--- config.mk ---
export PLATFORM = sky130hd
export DESIGN_NAME = pa_fmau_frac_norm
export DESIGN_NICKNAME = d
export VERILOG_FILES = /design/src/rtl/pa_fmau_frac_norm.sv
export SDC_FILE = /design/constraint.sdc
export NUM_CORES = 1
export LEC_CHECK = 0
export ABC_CLOCK_PERIOD_IN_PS = 8300
export CORE_ASPECT_RATIO = 1.4
export CORE_UTILIZATION = 40
export CTS_BUF_LIST = sky130_fd_sc_hd__clkbuf_8
export CTS_CLUSTER_SIZE = 16
export DETAILED_ROUTE_END_ITERATION = 7
export PLACE_DENSITY = 0.71
export SYNTH_ARGS = -nofsm -noshare
export SYNTH_HDL_FRONTEND = slang
export SYNTH_SLANG_ARGS = --single-unit
--- constraint.sdc ---
create_clock -name forever_cpuclk -period 8.3 [get_ports forever_cpuclk]
set_input_delay 2.075 -clock forever_cpuclk [delete_from_list [all_inputs] [get_ports forever_cpuclk]]
set_output_delay 2.075 -clock forever_cpuclk [all_outputs]
set_load 0.01 [all_outputs]
--- src/rtl/pa_fmau_frac_norm.sv ---
// pa_fmau_frac_norm: post-adder normalizer for the single-precision FMAU.
// Takes the EX2 adder sum/exponent/sign, normalizes to hidden-one form in
// EX3 (leading-zero count + shift) and registers the result in EX4.
//
// Build option: define FMAU_NORM_SUBNORM_EN to produce subnormal results
// (left shift limited by the exponent) instead of flushing underflow to zero.
//
// Ports:
//   forever_cpuclk, cpurst_b            clock, async active-low reset
//   ctrl_dp_ex2_inst_pipe_down          capture EX2 data into EX3
//   ctrl_dp_ex3_inst_pipe_down          advance EX3 into EX4
//   ctrl_xx_ex3_stall                   hold EX3/EX4
//   ctrl_xx_flush                       kill in-flight entries
//   ex2_adder_sum/_mac_expnt/_sum_sign  EX2 sum magnitude, exponent, sign
//   ex4_norm_*                          registered normalized result
module pa_fmau_frac_norm #(
  parameter int unsigned SUM_W  = 54,
  parameter int unsigned EXP_W  = 10,
  parameter int unsigned FRAC_W = 24
) (
  input  logic              forever_cpuclk,
  input  logic              cpurst_b,
  input  logic              ctrl_dp_ex2_inst_pipe_down,
  input  logic              ctrl_dp_ex3_inst_pipe_down,
  input  logic              ctrl_xx_ex3_stall,
  input  logic              ctrl_xx_flush,
  input  logic [SUM_W-1:0]  ex2_adder_sum,
  input  logic [EXP_W-1:0]  ex2_mac_expnt,
  input  logic              ex2_sum_sign,
  output logic              ex4_norm_vld,
  output logic [FRAC_W-1:0] ex4_norm_frac,
  output logic              ex4_norm_guard,
  output logic              ex4_norm_sticky,
  output logic [EXP_W-1:0]  ex4_norm_expnt,
  output logic              ex4_norm_sign,
  output logic              ex4_norm_zero,
  output logic              ex4_norm_uf
);

  // Sum bits below the two carry bits; bit LSH_W-1 is the hidden-one slot.
  localparam int unsigned LSH_W  = SUM_W - 2;
  localparam int unsigned LZ_W   = 6;
  localparam int unsigned GRD_IX = LSH_W - FRAC_W - 1;

  logic              ex3_vld;
  logic [SUM_W-1:0]  ex3_sum;
  logic [EXP_W-1:0]  ex3_expnt;
  logic              ex3_sign;

  logic [LZ_W-1:0]   lz_c;
  logic [LZ_W-1:0]   lsh_c;
  logic [LSH_W-1:0]  lsh_data_c;
  logic [EXP_W-1:0]  res_e_c;
  logic              res_uf_c;
  logic [FRAC_W-1:0] n_frac_c;
  logic              n_guard_c;
  logic              n_sticky_c;
  logic [EXP_W-1:0]  n_expnt_c;
  logic              n_zero_c;
  logic              n_uf_c;
`ifdef FMAU_NORM_SUBNORM_EN
  logic [EXP_W-1:0]  em1_c;
`endif

  // EX3 capture register
  always_ff @(posedge forever_cpuclk or negedge cpurst_b) begin
    if (!cpurst_b) begin
      ex3_vld   <= 1'b0;
      ex3_sum   <= '0;
      ex3_expnt <= '0;
      ex3_sign  <= 1'b0;
    end else if (ctrl_xx_flush) begin
      ex3_vld <= 1'b0;
    end else if (!ctrl_xx_ex3_stall) begin
      if (ctrl_dp_ex2_inst_pipe_down) begin
        ex3_vld   <= 1'b1;
        ex3_sum   <= ex2_adder_sum;
        ex3_expnt <= ex2_mac_expnt;
        ex3_sign  <= ex2_sum_sign;
      end else if (ctrl_dp_ex3_inst_pipe_down) begin
        ex3_vld <= 1'b0;
      end
    end
  end

  // Leading-zero count of sum[LSH_W-1:0]; the highest set bit wins
  always_comb begin
    lz_c = '0;
    for (int i = 0; i < LSH_W; i++) begin
      if (ex3_sum[i]) lz_c = LZ_W'(LSH_W - 1 - i);
    end
  end

  // EX3 normalization: right shift for carry-outs, else left shift by lz
  always_comb begin
    lsh_c      = '0;
    lsh_data_c = '0;
    res_e_c    = ex3_expnt;
    n_frac_c   = '0;
    n_guard_c  = 1'b0;
    n_sticky_c = 1'b0;
    n_expnt_c  = '0;
    n_zero_c   = 1'b0;
    n_uf_c     = 1'b0;
`ifdef FMAU_NORM_SUBNORM_EN
    em1_c      = ex3_expnt - EXP_W'(1);
`endif

    if (ex3_sum[SUM_W-1]) begin
      res_e_c    = ex3_expnt + EXP_W'(2);
      n_frac_c   = ex3_sum[SUM_W-1 -: FRAC_W];
      n_guard_c  = ex3_sum[SUM_W-1-FRAC_W];
      n_sticky_c = |ex3_sum[SUM_W-2-FRAC_W:0];
    end else if (ex3_sum[SUM_W-2]) begin
      res_e_c    = ex3_expnt + EXP_W'(1);
      n_frac_c   = ex3_sum[SUM_W-2 -: FRAC_W];
      n_guard_c  = ex3_sum[SUM_W-2-FRAC_W];
      n_sticky_c = |ex3_sum[SUM_W-3-FRAC_W:0];
    end else begin
      // lz is 0 when the hidden one is already in place
      res_e_c = ex3_expnt - EXP_W'(lz_c);
      lsh_c   = lz_c;
`ifdef FMAU_NORM_SUBNORM_EN
      // Stop shifting at exponent 1; under underflow em1 < lz <= 51
      if ($signed(res_e_c) < $signed(EXP_W'(1))) begin
        lsh_c = ($signed(em1_c) <= $signed(EXP_W'(0))) ? '0 : em1_c[LZ_W-1:0];
      end
`endif
      lsh_data_c = ex3_sum[LSH_W-1:0] << lsh_c;
      n_frac_c   = lsh_data_c[LSH_W-1 -: FRAC_W];
      n_guard_c  = lsh_data_c[GRD_IX];
      n_sticky_c = |lsh_data_c[GRD_IX-1:0];
    end

    res_uf_c = $signed(res_e_c) < $signed(EXP_W'(1));

    if (ex3_sum == '0) begin
      n_frac_c   = '0;
      n_guard_c  = 1'b0;
      n_sticky_c = 1'b0;
      n_zero_c   = 1'b1;
    end else if (res_uf_c) begin
      n_uf_c = 1'b1;
`ifndef FMAU_NORM_SUBNORM_EN
      n_frac_c   = '0;
      n_guard_c  = 1'b0;
      n_sticky_c = 1'b0;
      n_zero_c   = 1'b1;
`endif
    end else begin
      n_expnt_c = res_e_c;
    end
  end

  // EX4 result register; valid lasts one unstalled cycle per result
  always_ff @(posedge forever_cpuclk or negedge cpurst_b) begin
    if (!cpurst_b) begin
      ex4_norm_vld    <= 1'b0;
      ex4_norm_frac   <= '0;
      ex4_norm_guard  <= 1'b0;
      ex4_norm_sticky <= 1'b0;
      ex4_norm_expnt  <= '0;
      ex4_norm_sign   <= 1'b0;
      ex4_norm_zero   <= 1'b0;
      ex4_norm_uf     <= 1'b0;
    end else if (ctrl_xx_flush) begin
      ex4_norm_vld <= 1'b0;
    end else if (!ctrl_xx_ex3_stall) begin
      if (ctrl_dp_ex3_inst_pipe_down && ex3_vld) begin
        ex4_norm_vld    <= 1'b1;
        ex4_norm_frac   <= n_frac_c;
        ex4_norm_guard  <= n_guard_c;
        ex4_norm_sticky <= n_sticky_c;
        ex4_norm_expnt  <= n_expnt_c;
        ex4_norm_sign   <= ex3_sign;
        ex4_norm_zero   <= n_zero_c;
        ex4_norm_uf     <= n_uf_c;
      end else begin
        ex4_norm_vld <= 1'b0;
      end
    end
  end

endmodule

**Word level (Yosys, flattened, before mapping)**

Index checks and enable logic that the tools add are counted.

- Bits in registers: 106
- Input bits: 71
- Output and inout port bits: 40
- Word-level logic and storage cells: 107

- Add/sub/neg operators: 3
- $lt $le $gt $ge: 1
- Equality and inequality tests: 1
- Shift-type cells: 1
- Multiplexer cells: 78
- Bitwise gates (word level): 2
- Reduce and logical (&&, ||, !) cells: 9

Operators by type and width:

| kind | count |
|---|---|
| 6-bit two-way mux | 52 |
| 24-bit two-way mux | 4 |
| 54-bit logical NOT | 1 |
| 52-bit by 6-bit << shifter with 52-bit output | 1 |
| 10-bit two-way mux | 4 |
| 29-bit OR reduction | 1 |
| 28-bit OR reduction | 1 |
| 27-bit OR reduction | 1 |
| 1-bit two-way mux | 18 |
| 10-bit by 1-bit adder with 10-bit output (second input constant) | 1 |
| 10-bit by 2-bit adder with 10-bit output (second input constant) | 1 |
| 10-bit by 2-bit less-than comparator with 1-bit output (second input constant) | 1 |
| 10-bit by 6-bit subtractor with 10-bit output | 1 |
| 3-bit AND reduction | 2 |
| 3-bit nonzero test | 1 |
| 2-bit by 1-bit inequality test with 1-bit output (second input constant) | 1 |
| 1-bit inverter | 2 |
| 2-bit AND reduction | 1 |
| 1-bit logical AND | 1 |

**Depth between registers and ports, before layout**

Gate-level depths: netlist of run 1.

- Depth after elaboration: 58
- Gate-level depth with buffers: 32

**Worst setup path before layout of run 1**

OpenSTA, ideal clock, no wires.

- Kind: register -> register
- Start: register ex3_sum[28]
- End: register ex4_norm_frac[21]
- Library setup time: 0.068 ns
- Data arrival time: 5.820 ns
- Data required time: 8.232 ns
- Path slack: 2.413 ns
- Cell stages (with the launch flop): 29
- Path buffers: 7
- Clock period less this slack: 5.887 ns
- Path through: dfrtp_1 clkbuf_1 nor3_1 nand2_1 o311a_1 o21ai_1 buf_2 buf_2 buf_4 buf_2 ha_1 nor2b_1 fa_1 a21oi_1 nor2_1 nor2_1 o21bai_1 a21oi_1 o21bai_1 a21oi_1 xor2_1 o21ai_0 or4_1 nor3_1 ha_1 nor2b_1 clkbuf_1 clkbuf_1 a32o_1

- Word-level cells in the longest chain between the ends: 30
- Elaborated cells between the ends (all ways): 34
- Classes of those cells: 1 x add/sub; 1 x order compare; 1 x shift; 30 x mux; 1 x reduce/logical

Ends and longest elaborated chain:

| item | line | RTL |
|---|---|---|
| start: declaration | 46 | `logic [SUM_W-1:0] ex3_sum;` |
| start signal: assignment | 77 | `ex3_sum <= ex2_adder_sum;` |
| 6-bit two-way mux (24 in series) | 90 | `if (ex3_sum[i]) lz_c = LZ_W'(LSH_W - 1 - i);` |
| 10-bit by 6-bit subtractor with 10-bit output | 121 | `res_e_c = ex3_expnt - EXP_W'(lz_c);` |
| 10-bit two-way mux | 114 | `end else if (ex3_sum[SUM_W-2]) begin` |
| 10-bit two-way mux | 109 | `if (ex3_sum[SUM_W-1]) begin` |
| 10-bit by 2-bit less-than comparator with 1-bit output | 135 | `res_uf_c = $signed(res_e_c) < $signed(EXP_W'(1));` |
| 24-bit two-way mux | 142 | `end else if (res_uf_c) begin` |
| 24-bit two-way mux * | 137 | `if (ex3_sum == '0) begin` |
| end signal: assignment | 171 | `ex4_norm_frac <= n_frac_c;` |
| end: declaration | 31 | `output logic [FRAC_W-1:0] ex4_norm_frac,` |

Mark *: on every way between the ends. The rest lies on a longest branch, timed or not.
A chain may end at the register's enable or synchronous reset.

**Worst setup path in the final report of run 1**

- Start: register ex3_sum[45]
- End: register ex4_norm_frac[15]

- Word-level cells in the longest chain between the ends: 13
- Elaborated cells between the ends (all ways): 17
- Classes of those cells: 1 x add/sub; 1 x order compare; 1 x shift; 13 x mux; 1 x reduce/logical

Ends and longest elaborated chain:

| item | line |
|---|---|
| 6-bit two-way mux (7 in series) | 90 |
| 10-bit by 6-bit subtractor with 10-bit output | 121 |
| 10-bit two-way mux | 114 |
| 10-bit two-way mux | 109 |
| 10-bit by 2-bit less-than comparator with 1-bit output | 135 |
| 24-bit two-way mux | 142 |
| 24-bit two-way mux * | 137 |

Marked as above.

==> run summary, run 1 <==
post-route cell area - 0.0104 mm^2
Area contributors post-synth - dfrtp_1, mux2i_1, mux2_2
Setup WS pre-CTS - 2220 ps
r2r worst-path depth - 25
Worst Path Max Fanout - 39
power share of the clock group - 0.115
Comb power frac - 0.581
startpoint class of the critical path - flip-flop
Cell Area, Placed - 0.0102 mm^2
worst setup path category - reg -> reg
vias - 8551
Synth area leader - dfrtp_1
Hold-fix buffers, CTS - 0
crit end category - flip-flop
area of the die - 0.0232 mm^2
DRT Wirelength - 31.0 mm
clock slew at reported path FFs - 120 ps
status - finished, final reports clean
worst hold start - ex4_norm_expnt[0]
TritonCTS clock tree - yes
Initial Util - 0.411
drt first pass iters - 6
die height - 180 um
PortBufs - 110
RSZ-0062 raised after global routing - no
R2R Path Start - ex3_sum[45]
Unique masters post-synth - 84
Worst-Margin Slew - 1020 ps
ant diodes - 0
Max-Cap Viols - 0
switching share of power - 0.465
Num CTS Buffers - 9
clock latency at the later pin of the worst-skew pair - 420 ps
Total GRT Usage - 0.267
post-cts sizing count - 0
Total Power - 2.79 mW
antenna violations before repair - 0
Yosys top cell area share - 0.293
crit path from - ex3_sum[45]
vias in the first global route - 8188
Internal Pwr Total - 1.49 mW
CTS sink count - 106
sw power - 1.30 mW
# DRC - 0
Max IR drop VDD - 0.109 mV
# rows - 64
largest net degree at the start of global routing - 77
hold path cells - 2
initial DRC count - 859
CTS max path bufs - 2
setup repair bufs after CTS - 0
gr ovfl total - 0
DIE WIDTH - 129 um
final worst path period share - 0.755
post-synthesis register bit count - 106
Primary FF master, synth - dfrtp_1
io pins - 111
sequential share of power - 0.304
average via count per standard cell - 6.23
register area share after synthesis - 0.293
Clock Tree Root - clkbuf_8
ys async rst share - 1.00
clk_skew - 24.9 ps
Hold/Removal Path Class - reg -> reg
fin nets - 1154
post-synth net total - 1114
first-pass GRT wire length - 47.0 mm
Leakage - 4.40 nW
Syn Area/Cell - 8.78 um^2
fin crit period - 6270 ps
Required @ worst endpoint - 8640 ps
P per Cell Area - 269 mW/mm^2
Final Wtd Congestion - 0.971
worst setup slack after layout - 2030 ps
cell count after synthesis - 1030
Peak Freq - 160 MHz
H-tree depth - 3
Filler Cell Count - 2137
EDFF count, synth - 0
mapped cell area - 0.00905 mm^2
Setup violations, final - 0
WL/cell - 22.6 um
remaining antenna violation count - 0
Final Hold Viols - 0
warnings from Yosys - 0
share of cells above drive strength 1 - 0.135
Area growth syn-to-layout - 14.6%
slew margin rel. - 0.320
crit path DAT - 6610 ps
Pins Over Slew Limit - 0
dpl hpwl - 23.5 mm
Core Area - 0.0220 mm^2
Total Negative Setup Slacks - 0 ps
==> final cells by class <==
type / instances / area, um^2 / share of cell area
multi-input cells: 812 / 5890 / 0.569
clock buffers: 9 / 124 / 0.0120
clock inverters: 7 / 63.8 / 0.00616
repair buffers: 122 / 1190 / 0.115
inverters: 19 / 71.3 / 0.00688
well taps: 297 / 372 / 0.0359
flip-flops and latches: 106 / 2650 / 0.256
==> layer usage <==
layer	up-vias	share of wire	global-route usage
li1	3914	-	-
met1	4107	0.37	0.305
met2	398	0.50	0.450
met3	132	0.058	0.0461
met4	0	0.071	0.178
met5	-	0	0
==> Yosys cell counts, types with 6 or more instances <==
cell type,instances
xnor2_1,12
nor3_1,20
o2111ai_1,6
a211oi_1,7
ha_1,12
o21ai_1,9
nand2b_1,9
o21bai_1,6
nand4_1,6
nor2_1,79
clkbuf_1,49
a32o_1,13
o31ai_1,7
mux2_2,77
nor4_1,8
dfrtp_1,106
o211ai_1,15
o221ai_1,7
buf_6,7
a22o_1,11
buf_2,26
inv_1,18
a2bb2oi_1,12
a221oi_1,8
o21ai_0,67
mux2i_1,109
nand2_1,107
a31oi_1,7
nand3_1,25
a21oi_1,68
buf_1,7
==> final timing paths <==
| check | end | slack, ps |
|---|---|---|
| max | ex4_norm_frac[15] | 2030 |
| max in group asynchronous | ex3_sum[36] | 5410 |
| min reg2reg | ex4_norm_expnt[0] | 490 |
| min | ex4_norm_expnt[0] | 490 |
| max reg2reg | ex4_norm_frac[15] | 2030 |
| min in group asynchronous | ex4_norm_frac[10] | 1630 |
==> critical path, cell delays in order (launching register included) <==
cell and delay, ps:
dfrtp_1 550, nor2_1 290, nor3_1 80, o31ai_1 520, and2_1 390, nand2_4 330, inv_2 160, ha_1 230
nor2b_1 160, fa_1 430, a21oi_1 150, nor2_1 50, nor2_1 150, o21bai_1 80, a21oi_1 220, o21bai_1 90
a21oi_1 170, xor2_1 150, o21ai_0 100, or4_1 420, nor3_1 170, ha_1 290, nand2b_1 390, a311oi_1 400
a21oi_1 70, a31oi_1 150
==> stage by stage <==
step | hold WS [ps] | std cells | util
2_1_floorplan | 477 | 1030 | -
3_5_place_dp | 467 | 1356 | 0.462
5_1_grt | 522 | 1372 | 0.471
6_report | 493 | 1372 | 0.471
4_1_cts | 492 | 1372 | 0.471
3_3_place_gp | 464 | 1356 | 0.462
==> cells in the final DEF, fill, tap and decap left out, types with 6 or more instances in the layout <==
cell,count
mux2i_1,109
clkdlybuf4s50_1,109
nand2_1,107
dfrtp_1,106
nor2_1,78
mux2_2,77
a21oi_1,68
o21ai_0,66
nand3_1,25
nor3_1,20
inv_1,19
o211ai_1,15
a32o_1,13
buf_4,13
xnor2_1,12
a2bb2oi_1,12
ha_1,12
a22o_1,11
nand2b_1,9
clkbuf_8,9
o21ai_1,8
a221oi_1,8
nor4_1,8
o31ai_1,7
o221ai_1,7
a31oi_1,7
a211oi_1,7
o21bai_1,6
nand4_1,6
o2111ai_1,6
==> power groups by stage <==
stage | logic, mW | clock network (mW) | registers (mW)
floorplan | 1.09 | 0 | 0.794
global placement | 1.58 | 0 | 0.854
detailed placement | 1.59 | 0 | 0.856
CTS | 1.59 | 0.331 | 0.845
global route | 1.73 | 0.350 | 0.866
finish | 1.62 | 0.321 | 0.848
==> registers in the layout, summed over array words and instances (netlist names) <==
register and count:
ex3_sum 54, ex4_norm_frac 24, ex3_expnt 10, ex4_norm_expnt 10
ex3_sign 1, ex3_vld 1, ex4_norm_guard 1, ex4_norm_sign 1
ex4_norm_sticky 1, ex4_norm_uf 1, ex4_norm_vld 1, ex4_norm_zero 1
==> cell families (layout without fill, tap and decap cells) <==
kind of cell	Yosys count	in the layout	share of synthesized area
simple gates	302	302	0.162
compound gates	285	285	0.217
mux	195	195	0.234
buf+inv	112	157	0.0589
flops	106	106	0.293
xor+xnor	17	17	0.0165
fa+ha+maj	13	13	0.0188
Note: power is estimated with default switching activity, not from simulation.
==> run 2: changes to the inputs <==
--- a/config.mk
+++ b/config.mk
@@ -5,7 +5,7 @@
 export SDC_FILE = /design/constraint.sdc
 export NUM_CORES = 1
 export LEC_CHECK = 0
-export ABC_CLOCK_PERIOD_IN_PS = 8300
+export ABC_CLOCK_PERIOD_IN_PS = 6520
 export CORE_ASPECT_RATIO = 1.4
 export CORE_UTILIZATION = 40
 export CTS_BUF_LIST = sky130_fd_sc_hd__clkbuf_8
==> constraint.sdc (replaced) <==
create_clock -name forever_cpuclk -period 6.52 [get_ports forever_cpuclk]
set_input_delay 1.63 -clock forever_cpuclk [delete_from_list [all_inputs] [get_ports forever_cpuclk]]
set_output_delay 1.63 -clock forever_cpuclk [all_outputs]
set_load 0.01 [all_outputs]
==> run 2 against run 1 <==
- clock power increased by 27%
- routed wire length up 2.2%
- first-iteration DRC count decreased by 13%
- sequential share of layout area is 0.080 points lower
- via count is 0.47% lower
- critical path type unchanged
==> run summary, run 2 (synthesis results as in run 1) <==
most frequent cells in the layout - mux2i_1, clkdlybuf4s50_1, nand2_1, dfrtp_1, nor2_1
share of cells above drive strength 1 - 0.138
Initial Util - 0.411
average via count per standard cell - 6.19
initial DRC count - 744
clock slew at reported path FFs - 120 ps
clk_skew - 17.8 ps
slew margin rel. - 0.287
Comb power frac - 0.583
R2R Setup Slk - 550 ps
Peak Freq - 167 MHz
gr ovfl total - 0
Worst-Margin Slew - 1070 ps
antenna violations before repair - 0
FF/Latch Area - 0.00265 mm^2
Total GRT Usage - 0.276
Total Power - 3.58 mW
Final Hold Viols - 0
largest net degree at the start of global routing - 81
crit end category - flip-flop
TritonCTS clock tree - yes
setup repair bufs after CTS - 0
crit path from - ex3_sum[45]
Filler Cell Count - 2158
# rows - 64
sequential share of power - 0.303
Hold/Removal Path Class - reg -> reg
Num CTS Buffers - 9
reg2reg end - ex4_norm_frac[18]
io pins - 111
Pins Over Slew Limit - 0
Largest register FFs - 54
startpoint class of the critical path - flip-flop
RSZ-0062 raised after global routing - no
Hold-fix buffers, CTS - 0
fin nets - 1158
ant diodes - 0
CTS max path bufs - 2
hold path cells - 2
R2R Path Start - ex3_sum[45]
H-tree depth - 3
r2r worst-path depth - 25
status - finished, final reports clean
PortBufs - 110
Total Negative Setup Slacks - 0 ps
Final Wtd Congestion - 1.01
Cell Area, Placed - 0.0102 mm^2
# DRC - 0
remaining antenna violation count - 0
die height - 180 um
final worst path period share - 0.916
sw power - 1.67 mW
Max IR drop VDD - 0.148 mV
Clock Tree Root - clkbuf_8
power share of the clock group - 0.114
Top Registers - ex3_sum: 54 flops, ex4_norm_frac: 24 flops
area of the die - 0.0232 mm^2
worst setup path category - reg -> reg
Required @ worst endpoint - 6850 ps
Max-Cap Viols - 0
post-route cell area - 0.0104 mm^2
P per Cell Area - 344 mW/mm^2
clock latency at the later pin of the worst-skew pair - 400 ps
first-pass GRT wire length - 48.8 mm
dpl hpwl - 24.2 mm
Area growth syn-to-layout - 14.9%
vias - 8511
DIE WIDTH - 129 um
multi-input logic area - 0.00589 mm^2
Internal Pwr Total - 1.91 mW
crit path DAT - 6310 ps
Setup violations, final - 0
drt first pass iters - 5
post-cts sizing count - 0
Leakage - 4.43 nW
fin crit period - 5970 ps
Most flops, register - ex3_sum
switching share of power - 0.467
vias in the first global route - 8304
Worst Path Max Fanout - 11
Core Area - 0.0220 mm^2
CTS sink count - 106
DRT Wirelength - 31.7 mm
WL/cell - 23.1 um
CP endpoint - ex4_norm_frac[18]
==> run 2: cell count changes in the layout (fill, tap and decap cells not counted), sizes merged <==
cell,delta
buf,+4
clkinv,+3
clkinvlp,-2
inv,-1
==> run 2: worst min path at each step <==
| stage | start | to | slack [ps] |
|---|---|---|---|
| after global placement | ex4_norm_expnt[1] | ex4_norm_expnt[1] | 470 |
| after CTS | ex4_norm_frac[23] | ex4_norm_frac[23] | 490 |
| after detailed placement | ex4_norm_frac[23] | ex4_norm_frac[23] | 460 |
| after global routing | ex4_norm_frac[23] | ex4_norm_frac[23] | 500 |
| after floorplan | ex3_sign | ex4_norm_sign | 480 |
| final | ex4_norm_frac[23] | ex4_norm_frac[23] | 490 |
==> run 2: critical path, cell delays in order (launching register included) <==
cell      delay [ps]
dfrtp_1          520
nor2_1           280
nor3_1            80
o31ai_1          440
and2_1           400
nand2_4           80
inv_2             80
and3_1           340
xnor2_1          170
nor2_1            60
ha_1             280
inv_1            110
nor2_1            60
nor2_1           150
o21bai_1          80
a21oi_1          240
o21bai_1          90
a21oi_1          170
xor2_1           140
o21ai_0          100
or4_1            430
nor3_1           150
ha_1             290
nand2b_1         370
a221oi_1         580
a22o_1           210
==> run 2: metrics by stage <==
step | worst slack [ps] | std cells | util | hold WS, ps
6_report | 548 | 1376 | 0.472 | 488
5_1_grt | 62.2 | 1376 | 0.472 | 502
4_1_cts | 607 | 1376 | 0.472 | 488
3_5_place_dp | 647 | 1360 | 0.464 | 464
3_3_place_gp | 653 | 1360 | 0.464 | 469
2_1_floorplan | 633 | 1030 | - | 477
==> run 2: final cells by class <==
| cell class | instances | share of cell area |
|---|---|---|
| repair buffers | 126 | 0.117 |
| clock buffers | 9 | 0.0119 |
| clock inverters | 7 | 0.00638 |
| inverters | 19 | 0.00686 |
| multi-input cells | 812 | 0.567 |
| well taps | 297 | 0.0357 |
| flip-flops and latches | 106 | 0.255 |
==> run 2: power groups by stage <==
| stage | clock network [mW] | registers (mW) | logic [mW] |
|---|---|---|---|
| final | 0.407 | 1.08 | 2.08 |
| after floorplan | 0 | 1.01 | 1.39 |
| after CTS | 0.416 | 1.08 | 2.06 |
| after global placement | 0 | 1.09 | 2.05 |
| after detailed placement | 0 | 1.09 | 2.05 |
| after global routing | 0.442 | 1.11 | 2.24 |
==> run 2: metal layers <==
metal	routed length [um]	vias to the layer above	track usage
li1	-	3920	-
met1	12100	4125	0.327
met2	16000	361	0.475
met3	1680	105	0.0342
met4	1880	0	0.160
met5	0	-	0
